**src/rtl/sdram_ch3_arbiter.sv**
```systemverilog
// sdram_ch3_arbiter: shares SDRAM channel 3 between ROM loader, CPU and audio fetcher,
// one ch_req per grant, with a bounded wait for ch_ready.
module sdram_ch3_arbiter #(
  parameter int STARVE_LIMIT = 4,
  parameter int TIMEOUT      = 255
) (
  input  logic        clk,
  input  logic        reset,
  input  logic        rom_mode,
  input  logic        rom_req,
  input  logic [24:1] rom_addr,
  input  logic [15:0] rom_din,
  input  logic [1:0]  rom_be,
  output logic        rom_ack,
  input  logic        cpu_req,
  input  logic [23:0] cpu_addr,
  input  logic [15:0] cpu_din,
  input  logic [1:0]  cpu_wr_sel,
  output logic [15:0] cpu_dout,
  output logic        cpu_ack,
  input  logic        aud_req,
  input  logic [23:0] aud_addr,
  output logic [15:0] aud_dout,
  output logic        aud_ack,
  output logic [23:0] ch_addr,
  output logic [15:0] ch_din,
  output logic [1:0]  ch_be,
  output logic        ch_rnw,
  output logic        ch_req,
  input  logic        ch_ready,
  input  logic [15:0] ch_dout,
  output logic        busy,
  output logic        timeout_err
);
  localparam int SW = $clog2(STARVE_LIMIT + 1);
  localparam int TW = $clog2(TIMEOUT + 1);
  typedef enum logic [1:0] {IDLE, ISSUE, WAIT, DONE} state_t;
  typedef enum logic [1:0] {G_NONE, G_ROM, G_CPU, G_AUD} grant_t;
  state_t        state, state_n;
  grant_t        grant, pick;
  logic [SW-1:0] streak, streak_n;
  logic [TW-1:0] cnt;
  logic          expire, fin;
  always_comb begin
    pick = rom_mode ? (rom_req ? G_ROM : G_NONE)
         : (cpu_req && !(aud_req && streak == SW'(STARVE_LIMIT))) ? G_CPU
         : aud_req ? G_AUD : G_NONE;
    expire = !ch_ready && cnt == TW'(TIMEOUT - 1);
    fin = ch_ready || expire;
    state_n = state;
    streak_n = streak;
    case (state)
      IDLE: begin
        state_n = pick == G_NONE ? IDLE : ISSUE;
        streak_n = (!aud_req || pick == G_AUD) ? '0
                 : (pick == G_CPU && streak != SW'(STARVE_LIMIT)) ? streak + SW'(1) : streak;
      end
      ISSUE:   state_n = WAIT;
      WAIT:    state_n = fin ? DONE : WAIT;
      default: state_n = IDLE;
    endcase
  end
  always_ff @(posedge clk or posedge reset) begin
    if (reset) begin
      state       <= IDLE;
      grant       <= G_NONE;
      streak      <= '0;
      cnt         <= '0;
      ch_req      <= 1'b0;
      ch_rnw      <= 1'b1;
      ch_addr     <= '0;
      ch_din      <= '0;
      ch_be       <= '0;
      rom_ack     <= 1'b0;
      cpu_ack     <= 1'b0;
      aud_ack     <= 1'b0;
      cpu_dout    <= '0;
      aud_dout    <= '0;
      busy        <= 1'b0;
      timeout_err <= 1'b0;
    end else begin
      state   <= state_n;
      streak  <= streak_n;
      ch_req  <= state_n == ISSUE;
      busy    <= state_n != IDLE;
      rom_ack <= state_n == DONE && grant == G_ROM;
      cpu_ack <= state_n == DONE && grant == G_CPU;
      aud_ack <= state_n == DONE && grant == G_AUD;
      cnt     <= state == ISSUE ? '0 : state == WAIT ? cnt + TW'(1) : cnt;
      if (state == IDLE && pick != G_NONE) begin
        grant   <= pick;
        ch_addr <= pick == G_ROM ? rom_addr : pick == G_CPU ? cpu_addr : aud_addr;
        ch_din  <= pick == G_ROM ? rom_din : pick == G_CPU ? cpu_din : 16'h0000;
        ch_be   <= pick == G_ROM ? rom_be : pick == G_CPU ? cpu_wr_sel : 2'b11;
        ch_rnw  <= pick == G_ROM ? 1'b0 : pick == G_CPU ? ~|cpu_wr_sel : 1'b1;
      end
      // an abandoned read returns all-ones so the requester sees an obviously bad word
      if (state == WAIT && fin && ch_rnw) begin
        if (grant == G_CPU) cpu_dout <= ch_ready ? ch_dout : 16'hFFFF;
        if (grant == G_AUD) aud_dout <= ch_ready ? ch_dout : 16'hFFFF;
      end
      if (state == WAIT && expire) timeout_err <= 1'b1;
    end
  end
endmodule

```
**config.mk**
```make
export PLATFORM = sky130hd
export DESIGN_NAME = sdram_ch3_arbiter
export DESIGN_NICKNAME = d
export VERILOG_FILES = /design/src/rtl/sdram_ch3_arbiter.sv
export SDC_FILE = /design/constraint.sdc
export NUM_CORES = 1
export LEC_CHECK = 0
export CORE_ASPECT_RATIO = 1.5
export CORE_MARGIN = 8
export CORE_UTILIZATION = 44
export CTS_CLUSTER_SIZE = 8
export DETAILED_ROUTE_END_ITERATION = 6
export HOLD_SLACK_MARGIN = 0.15
export PLACE_DENSITY = 0.86
export RECOVER_POWER = 25
export SYNTH_ARGS = -nofsm -noshare
export SYNTH_HDL_FRONTEND = slang
export SYNTH_SLANG_ARGS = --single-unit
```
**constraint.sdc**
```tcl
create_clock -name clk -period 4.6 [get_ports clk]
set_clock_uncertainty 0.1 [all_clocks]
set_input_delay 0.46 -clock clk [delete_from_list [all_inputs] [get_ports clk]]
set_output_delay 0.46 -clock clk [all_outputs]
set_load 0.01 [all_outputs]
```
# Word level (Yosys, flattened, before mapping)
# Cells that the tools add are included.
# W data, S select, Z words.
dict set report op_classes {
  n_mux 20
  n_eq_ne 13
  reduce_logical 27
  add_sub_neg 2
}
# operator count
set op_table {}
lappend op_table {{$mux W16} 3}
lappend op_table {{$mux W24} 2}
lappend op_table {{$mux W8} 2}
lappend op_table {{$eq A2 B2 Y1 const B} 6}
lappend op_table {{$logic_and A1 B1 Y1} 11}
lappend op_table {{$mux W2} 5}
lappend op_table {{$add A8 B1 Y8 const B} 1}
lappend op_table {{$eq A2 B1 Y1 const B} 4}
lappend op_table {{$eq A8 B8 Y1 const B} 1}
lappend op_table {{$reduce_bool A2 Y1} 4}
lappend op_table {{$mux W3} 2}
lappend op_table {{$pmux W2 S3} 1}
lappend op_table {{$reduce_and A2 Y1} 3}
lappend op_table {{$mux W1} 5}
lappend op_table {{$logic_not A1 Y1} 4}
lappend op_table {{$logic_not A2 Y1} 2}
lappend op_table {{$add A3 B1 Y3 const B} 1}
lappend op_table {{$eq A3 B3 Y1 const B} 1}
lappend op_table {{$ne A3 B3 Y1 const B} 1}
lappend op_table {{$logic_or A1 B1 Y1} 2}
lappend op_table {{$reduce_or A2 Y1} 1}
dict set report totals {
  register_bits 96
  input_bits 131
}

# Depth between registers and ports, before layout
# Gate-level depths: netlist (run 1).
dict set report depth {
  ltp_word 11
  mapped_depth 7
  depth_no_buf 6
}

# Least setup slack after synthesis (run 1)
# OpenSTA, ideal clock, no wires.
dict set report synth_timing {
  kind {reg-to-reg}
  start {reg state[0]}
  end {reg ch_addr[10]}
  synth_period_minus_slack_ns 1.675
  t_arrival_ns 1.440
  setup_ns 0.135
  path_stages_with_launch 8
  setup_slack_ns 2.925
  required_ns 4.365
  cell_sequence {dfrtp_1 -> inv_1 -> ha_1 -> inv_1 -> nor2_1 -> o21ai_1 -> clkbuf_1 -> o21ai_0}
}
dict set report synth_via {
  elab_chain_len 2
}
# item line_no
set synth_lines {}
lappend synth_lines {{from (decl)} 39} ;# state_t state, state_n;
lappend synth_lines {{from (signal assigned)} 82} ;# state <= state_n;
lappend synth_lines {{$logic_not A2 Y1} 90} ;# if (state == IDLE && pick != G_NONE) begin
lappend synth_lines {{$logic_and A1 B1 Y1} 90}
lappend synth_lines {{to (signal assigned)} 92} ;# ch_addr <= pick == G_ROM ? rom_addr : pick == G_CPU ? cpu_addr : aud_addr;
lappend synth_lines {{to (decl)} 25} ;# output logic [23:0] ch_addr,
# Every way passes these cells.
# A chain may end at the register's enable or synchronous reset.

==> results of run 1 <==
## placed cells by master, fill, tap and decap left out, types with 2 or more instances in the layout
cell type        instances
nand2_1                 32
nand4_1                  3
a32oi_1                 16
clkbuf_8                 3
and4_1                   3
buf_4                    4
o21ai_1                  8
o21ai_0                 43
clkdlybuf4s50_1        210
mux2i_1                 25
clkbuf_16                9
o31ai_1                  6
and3_1                   3
nand2b_1                 4
ha_1                     8
and2_1                   3
nor3_1                   2
nor2_1                   4
inv_1                   10
nor2_4                   2
o22ai_1                  2
a21oi_1                  6
nand3_1                  4
o32a_1                  32
clkinv_2                 2
o2bb2ai_1                2
a22oi_1                 22
dfrtp_1                 95
## layer usage
metal / part of all wire, % / global-route usage, % / up-vias / routed length [um]
met3: 9.8 / 8.635 / 16 / 1440
met5: 0 / 0 / - / 0
li1: - / - / 1845 / -
met2: 52 / 39.47 / 202 / 7647
met4: 1.7 / 7.554 / 0 / 245
met1: 36 / 21.88 / 1915 / 5338
## sequential cells by signal, indices dropped and copies added, names as in the netlist, 2 cells and up
name and count:
ch_addr 24, aud_dout 16, ch_din 16, cpu_dout 16, cnt 8, streak 3
ch_be 2, grant 2, state 2
## cell families (layout without fill, tap and decap cells)
group | count (synthesis) | in the layout | share of synthesized area, %
flip-flops | 96 | 96 | 55.49
AND/OR/NAND/NOR | 63 | 63 | 7.279
buffers and inverters | 37 | 242 | 4.131
AO/OA/AOI/OAI | 147 | 147 | 25.01
adder cells (fa/ha/maj) | 8 | 8 | 2.311
multiplexers | 25 | 25 | 5.777
## worst min-delay path, delay by kind of cell (launching register included)
kind | cells | cell delay, ns
buf+inv | 1 | 0.04
compound gates | 1 | 0.05
flops | 1 | 0.35
## where the power goes
| part | total [mW] | internal, mW | switching [mW] |
|---|---|---|---|
| sequential | 1.45 | 1.21 | 0.244 |
| clock | 0.716 | 0.411 | 0.305 |
| combinational | 1.73 | 0.921 | 0.813 |
| total | 3.90 | 2.54 | 1.36 |
## through the flow
step                instances  util, %  power (mW)  worst slack [ns]
CTS                       696    70.36       3.938             1.684
floorplan                 376        -       2.216             1.536
detailed placement        680    67.32       3.214             1.337
finish                    696    70.35       3.904             1.686
global placement          680    67.32       3.142             1.464
global route              696    70.35       4.150             1.259
## path summary, 6_finish.rpt
| kind | startpoint | end | slack [ns] | depth (start not counted) |
|---|---|---|---|---|
| max in group clk | rom_mode | busy | 1.70 | 6 |
| worst max register to register | state[0] | cpu_dout[7] | 2.12 | 6 |
| worst min register to register | timeout_err | timeout_err | 0.38 | 2 |
| worst min-delay path | timeout_err | timeout_err | 0.38 | 2 |
| min in group asynchronous | reset | cpu_dout[1] | 1.30 | 2 |
| worst max-delay path | reset | ch_din[13] | 1.69 | 3 |
## layout make-up
cell class | count | area, sq um
multi-input cells | 243 | 1753
flip-flops and latches | 96 | 2404
clock buffers | 12 | 266.5
inverters | 11 | 42.54
well taps | 115 | 143.9
fillers | 705 | 2856
clock inverters | 4 | 26.28
repair buffers | 215 | 2142
==> flow_summary.yaml, run 1 <==
logic_synthesis:
  syn_inst: 376
  yosysMostFrequentCell: "dfrtp_1"
  async_flop_share_pct: 100.0
  ys_warn_count: 0
  synth.distinct_cells: 40
  yosysSeqAreaShare_pct: 55.49
  ys_top_cells_by_area: "dfrtp_1 55%, o32a_1 7.4%, mux2i_1 5.8%, o21ai_0 5.0%, a22oi_1 3.8%"
  syn_avg_cell_area_sq_um: 11.52
  yosysTopAreaCell: "dfrtp_1"
  synthesis.nets: 515
  synth_area_sq_mm: 0.004332
  synth_top_cell_area_share_pct: 54.88
  synth_top_cells_by_count: "95 x dfrtp_1, 43 x o21ai_0, 32 x nand2_1, 32 x o32a_1, 25 x mux2i_1"
  synthFlopType: "dfrtp_1"
  ys_ff_latch: 96
  synth-edff-count: 0
final_layout:
  drive_gt1_share_pct: 5.164
  nets: 715
  n_antenna_cell: 0
  syn2layout_area_growth_pct: 56.47
  postLayoutCellArea_sq_mm: 0.006778
floorplan:
  coreArea_sq_mm: 0.009634
  fp.dieW_um: 97.02
  initial_core_util_pct: 44.96
  ios: 212
  fp.dieH_um: 137.5
  rows: 44
  die_area_sq_mm: 0.01334
clocking:
  clock_sinks: 96
  htree_levels: 3
  cts_tree: "built"
  clock_path_buffers: 2
  cts_made_buffers: 9
  cts_root_buf: "clkbuf_16"
  post_cts_buffers: 0
  postCtsHoldBufs: 0
  clk_latency_ns: 0.33
  cts.clk_slew.worst_paths_ns: 0.06
  cts_resized: 0
worst_setup_path:
  cp.arrival_ns: 3.29
  cp.required_ns: 4.97
  cp-start-kind: "primary input"
  critPathSlowestCell: "clkinvlp_2"
  setup.worst_path.class: "in2async"
  end_kind: "asynchronous set/reset pin"
  path_max_fanout: 66
  worst-path-buf-inv: 3
  cp_top_family: "buffers and inverters"
  path_cells: "dlygate4sd3_1 -> clkinvlp_2 -> buf_4"
  cp_slowest_stage_delay_ns: 1.63
routing:
  avgRoutedWirePerCell_um: 21.08
  dr.pass1.iters: 4
  vias_per_cell: 5.716
  first_iter_violations: 166
  drc_errors: 0
  vias: 3978
  wl_um: 14670
  final_antenna_net_count: 0
global_route:
  grt.overflow.total: 0
  grt_use_total_pct: 21.65
  grt_max_degree: 67
  grt_pass1_vias: 4360
  grt_pass1_wl_um: 23100
  antenna_found_initial: 0
outcome:
  status: "complete, but fails checks"
  violations: "max-capacitance violations, max-slew violations"
timing:
  relSlewSlack_pct: -93.36
  rsz0062_at_grt: "no"
  finalSetupTns_ns: 0
  min_period_over_period_pct: 63.35
  fmax_mhz: 343.1
  report.final.setup_viol: 0
  finalHoldViolations: 0
  holdWs_ns: 0.3800
  worst_pin_slew_ns: 2.885
  final_max_slew_viol_count: 67
  layout_min_cycle_time_ns: 2.914
place:
  dp_hpwl_um: 11650
  numPortBuffers: 211
  dpl_cell_area_sq_mm: 0.006486
  globalplace.congestion: 0.8886
power_and_ir_drop:
  p_leak_nw: 2.629
  vdd_drop_max_uv: 374.1
  p_per_area_mw_per_mm2: 575.9
worst_hold_path:
  min_path_type: "reg2reg"
job:
  cap_violations: 1
Power figures use the tool's default switching activity.
==> run 2, diff against run 1 <==
- CORE_UTILIZATION: 44 -> 37
- PLACE_DENSITY: 0.86 -> 0.77
- clock period: 4.6 -> 2.4 ns (I/O delays scaled with it)
==> run 2 against run 1 <==
  * The flow now finishes without violations
  * Critical endpoint is now ch_addr[4]
  * Via count rose by 0.98%
  * Flip-flop and latch count did not move
  * Non-clock buffer count rose by 6
  * Global-route usage fell by 3.4 points
  * Worst hold slack barely moved
  * Combinational power rose by 93%
  * Largest cell class unchanged
  * First-iteration DRC count rose by 17%
  * Register-to-register slack got worse by 1.8 ns
  * Highest routed layer unchanged
  * Die area rose by 16%
  * Worst setup slack got worse by 1.3 ns
  * Sequential share of layout area fell by 0.40 points
  * Clock power rose by 82%
==> flow_summary.yaml, run 2 (synthesis results as in run 1) <==
routing:
  avgRoutedWirePerCell_um: 19.37
  vias: 4017
  vias_per_cell: 5.458
  final_antenna_net_count: 0
  wl_um: 14260
  dr.pass1.iters: 4
  drc_errors: 0
  first_iter_violations: 195
global_route:
  grt_use_total_pct: 18.24
  grt.overflow.total: 0
  grt_max_degree: 97
  grt_pass1_vias: 4404
  antenna_found_initial: 0
  grt_pass1_wl_um: 22960
worst_setup_path:
  setup.worst_path.class: "reg2reg"
  end_kind: "register"
  crit_top_cell: "inv_1"
  cp.required_ns: 2.55
  cp.arrival_ns: 2.20
  cp-start-kind: "register"
  path_max_fanout: 26
  path_cells: "inv_1 -> ha_1 -> inv_1 -> nor2_1 -> o21ai_2 -> o21ai_0"
  cp_slowest_stage_delay_ns: 0.40
  critPathSlowestCell: "dfrtp_1"
timing:
  holdWs_ns: 0.3803
  layout_setup_ws_ns: 0.3493
  finalSetupTns_ns: 0
  min_period_over_period_pct: 85.45
  final_max_slew_viol_count: 0
  rsz0062_at_grt: "no"
  report.final.setup_viol: 0
  worst_pin_slew_ns: 1.304
  layout_min_cycle_time_ns: 2.051
  relSlewSlack_pct: 13.08
  fmax_mhz: 487.6
  finalHoldViolations: 0
final_layout:
  final_common_cell: "clkdlybuf4s50_1"
  n_antenna_cell: 0
  largest_reg_flops: 24
  nets: 721
  drive_gt1_share_pct: 5.973
  top_register: "ch_addr"
  syn2layout_area_growth_pct: 58.26
  final_cell_mix: "210 x clkdlybuf4s50_1, 95 x dfrtp_1, 43 x o21ai_0, 32 x nand2_1, 32 x o32a_1"
floorplan:
  ios: 212
  coreArea_sq_mm: 0.01147
  rows: 48
  fp.dieH_um: 148.5
  initial_core_util_pct: 37.76
  die_area_sq_mm: 0.01550
  fp.dieW_um: 104.3
clocking:
  cts_made_buffers: 9
  clock_sinks: 96
  postCtsHoldBufs: 0
  clock_path_buffers: 2
  post_cts_buffers: 0
  cts_root_buf: "clkbuf_16"
  cts_resized: 0
  clk_latency_ns: 0.34
  cts.clk_slew.worst_paths_ns: 0.07
  cts_tree: "built"
  htree_levels: 3
place:
  numPortBuffers: 211
  globalplace.congestion: 0.7609
  dp_hpwl_um: 10850
  preCtsSetupSlack_ns: 0.2540
power_and_ir_drop:
  p_leak_nw: 2.643
  p_per_area_mw_per_mm2: 1076
  vdd_drop_max_uv: 482.1
outcome:
  status: "finished clean"
job:
  cap_violations: 0
worst_hold_path:
  min_path_type: "reg2reg"
run 2: final timing paths:
path,start,end,slack (ns),depth (start not counted)
worst max-delay path,state[0],ch_addr[4],0.35,6
worst min-delay path,ch_din[8],ch_din[8],0.38,2
worst max register to register,state[0],ch_addr[4],0.35,6
worst min register to register,ch_din[8],ch_din[8],0.38,2
max in group asynchronous,reset,cnt[1],0.62,3
min in group asynchronous,reset,cpu_dout[1],0.74,3
run 2: power breakdown:
group	switching, mW	total (mW)	internal (mW)	leakage [nW]
Clock	0.599	1.30	0.697	0.128
Sequential	0.433	2.75	2.31	1.12
Combinational	1.54	3.34	1.80	1.39
run 2: layout make-up:
cell class,instances,area (sq um)
tap,150,187.7
clock inverter,5,35.03
clock buffer,10,229.0
timing repair buffer,221,2200
inverter,11,45.04
sequential,96,2404
multi-input combinational,243,1755
fill,929,4616
run 2: layer usage:
layer / share of wire, % / global-route usage, % / vias to the layer above
li1: - / - / 1852
met5: 0 / 0 / -
met1: 37 / 19.52 / 1977
met2: 53 / 32.79 / 174
met3: 7.7 / 5.977 / 14
met4: 1.7 / 6.255 / 0
run 2: per-stage QoR:
step | utilization (%) | power (mW) | instances | instance area (sq um)
4_1_cts | 59.87 | 7.476 | 736 | 6868
2_1_floorplan | - | 4.248 | 376 | 4335
6_report | 59.76 | 7.378 | 736 | 6855
5_1_grt | 59.76 | 7.863 | 736 | 6855
3_5_place_dp | 57.57 | 6.147 | 721 | 6604
3_3_place_gp | 57.57 | 6.019 | 721 | 6604
run 2: critical path, delay by kind of cell, from the launching register on:
kind | cells | cell delay [ns]
simple gates | 1 | 0.22
buf+inv | 2 | 0.29
fa+ha+maj | 1 | 0.31
compound gates | 2 | 0.64
flops | 1 | 0.40
==> run 3, diff against run 2 <==
- GPL_ROUTABILITY_DRIVEN: unset -> 0
- PLACE_DENSITY: 0.77 -> unset
- PLACE_DENSITY_LB_ADDON: unset -> 0.05
==> run 3 against run 2 <==
  * Routed wire length is 0.69% lower
  * Core utilization grew 0.40 points
  * Flip-flop and latch count unchanged
  * Non-clock buffer count rose by 4
  * Sequential power about the same
  * Die area is the same
  * Sequential share of layout area decreased by 0.24 points
  * First-iteration DRC count fell by 19%
  * Worst setup slack improved by 0.21 ns
  * Critical path depth unchanged
  * Cell count up 0.82%
  * Clock-buffer cell count fell by 1
==> flow_summary.yaml, run 3 (synthesis results as in run 1) <==
power_and_ir_drop:
  total_power_mw: 7.474
  p_int_mw: 4.845
  seq_power_share_pct: 36.4
  power_frac_comb_pct: 45.1
  p_clk_share_pct: 18.5
  vdd_drop_max_uv: 468.7
  p_sw_mw: 2.629
  swShare_pct: 35.17
  p_per_area_mw_per_mm2: 1083
  p_leak_nw: 2.667
place:
  dp_hpwl_um: 10870
  dpl_cell_area_sq_mm: 0.006628
  preCtsSetupSlack_ns: 0.3456
  numPortBuffers: 211
final_layout:
  final_cell_mix: "210 x clkdlybuf4s50_1, 95 x dfrtp_1, 43 x o21ai_0, 32 x nand2_1, 32 x o32a_1"
  top_register: "ch_addr"
  postLayoutCellArea_sq_mm: 0.006902
  nets: 725
  final_common_cell: "clkdlybuf4s50_1"
  largest_reg_flops: 24
  syn2layout_area_growth_pct: 59.33
  drive_gt1_share_pct: 6.599
  utilization_pct: 60.17
routing:
  final_antenna_net_count: 0
  dr.pass1.iters: 6
  drc_errors: 0
  first_iter_violations: 158
  vias: 3946
  avgRoutedWirePerCell_um: 19.08
  wl_um: 14160
  vias_per_cell: 5.318
floorplan:
  fp.dieH_um: 148.5
  ios: 212
  fp.dieW_um: 104.3
  rows: 48
  die_area_sq_mm: 0.01550
  coreArea_sq_mm: 0.01147
  initial_core_util_pct: 37.76
worst_setup_path:
  cp.required_ns: 2.58
  path_max_fanout: 16
  r2r_slack_ns: 0.56
  cp.arrival_ns: 2.02
  end_kind: "register"
  timing.reg2reg.worst_path_depth: 6
  setup.worst_path.class: "reg2reg"
  worstReg2RegStart: "state[0]"
  cp-start-kind: "register"
  worstReg2RegEnd: "cpu_dout[6]"
timing:
  worst_pin_slew_ns: 1.404
  final_max_slew_viol_count: 0
  layout_setup_ws_ns: 0.5608
  layout_min_cycle_time_ns: 1.839
  report.final.setup_viol: 0
  relSlewSlack_pct: 6.402
  finalHoldViolations: 0
  fmax_mhz: 543.7
  finalSetupTns_ns: 0
  rsz0062_at_grt: "no"
  min_period_over_period_pct: 76.63
clocking:
  cts_root_buf: "clkbuf_16"
  cts_tree: "built"
  postCtsHoldBufs: 0
  htree_levels: 3
  post_cts_buffers: 0
  cts_made_buffers: 9
  clock_path_buffers: 2
  clk_latency_ns: 0.34
  clock_sinks: 96
  cts_resized: 0
  cts.clk_slew.worst_paths_ns: 0.07
global_route:
  grt.overflow.total: 0
  antenna_found_initial: 1
  grt_pass1_wl_um: 22860
  grt_use_total_pct: 18.46
  grt_pass1_vias: 4296
  grt_max_degree: 57
worst_hold_path:
  hp-start: "timeout_err"
  whs_endpoint: "timeout_err"
  holdPathStages: 2
  min_path_type: "reg2reg"
job:
  cap_violations: 0
outcome:
  status: "finished clean"
run 3: changes by cell type in the layout (fill, tap and decap cells not counted):
cell and delta:
diode_2 +1, o21ai_1 +1, clkbuf_2 +2, inv_8 +2, o21ai_2 -1, inv_6 +1
nor2_2 -1, clkbuf_4 -1, buf_4 +3, nor2_1 +1, clkinv_2 -2, clkinvlp_4 +1
clkbuf_1 -1
run 3: per-layer routing:
| layer | wire [um] | vias up | track usage, % |
|---|---|---|---|
| met5 | 0 | - | 0 |
| met3 | 848 | 18 | 4.981 |
| met4 | 350 | 0 | 7.782 |
| met2 | 7849 | 127 | 33.59 |
| met1 | 5109 | 1937 | 19.53 |
| li1 | - | 1864 | - |
run 3: cell type report:
type | instances | area, sq um
clock buffer | 9 | 225.2
sequential | 96 | 2404
tap | 150 | 187.7
antenna | 1 | 2.502
fill | 1015 | 4569
inverter | 11 | 45.04
clock inverter | 7 | 63.81
timing repair buffer | 225 | 2225
multi-input combinational | 243 | 1749
run 3: critical path, cell delays in order, from the launching register on:
cell and delay (ns):
dfrtp_1 0.40, inv_1 0.09, ha_1 0.17, nand4_1 0.12
o21a_2 0.28, nor2_4 0.37, o32a_1 0.24
run 3: worst max-delay path by stage:
stage	depth (start not counted)	slack, ns	start	to
floorplan	7	0.73	state[0]	ch_addr[10]
global placement	6	0.40	rom_mode	busy
detailed placement	6	0.35	rom_mode	busy
CTS	6	0.53	state[0]	cpu_dout[6]
global route	3	0.24	reset	ch_addr[16]
finish	6	0.56	state[0]	cpu_dout[6]
run 3: power groups by stage:
stage	Clock (mW)	Sequential, mW	Combinational, mW
5_1_grt	1.48	2.82	3.68
2_1_floorplan	0	2.99	1.26
3_3_place_gp	0	2.73	3.37
4_1_cts	1.41	2.73	3.45
3_5_place_dp	0	2.75	3.43
6_report	1.38	2.72	3.37
run 3: stage by stage:
step                      instances  hold slack, ns
after detailed placement        725          0.3531
after floorplan                 376          0.2369
after global placement          725          0.3467
final                           742          0.3644
after global routing            742          0.3957
after CTS                       741          0.2398
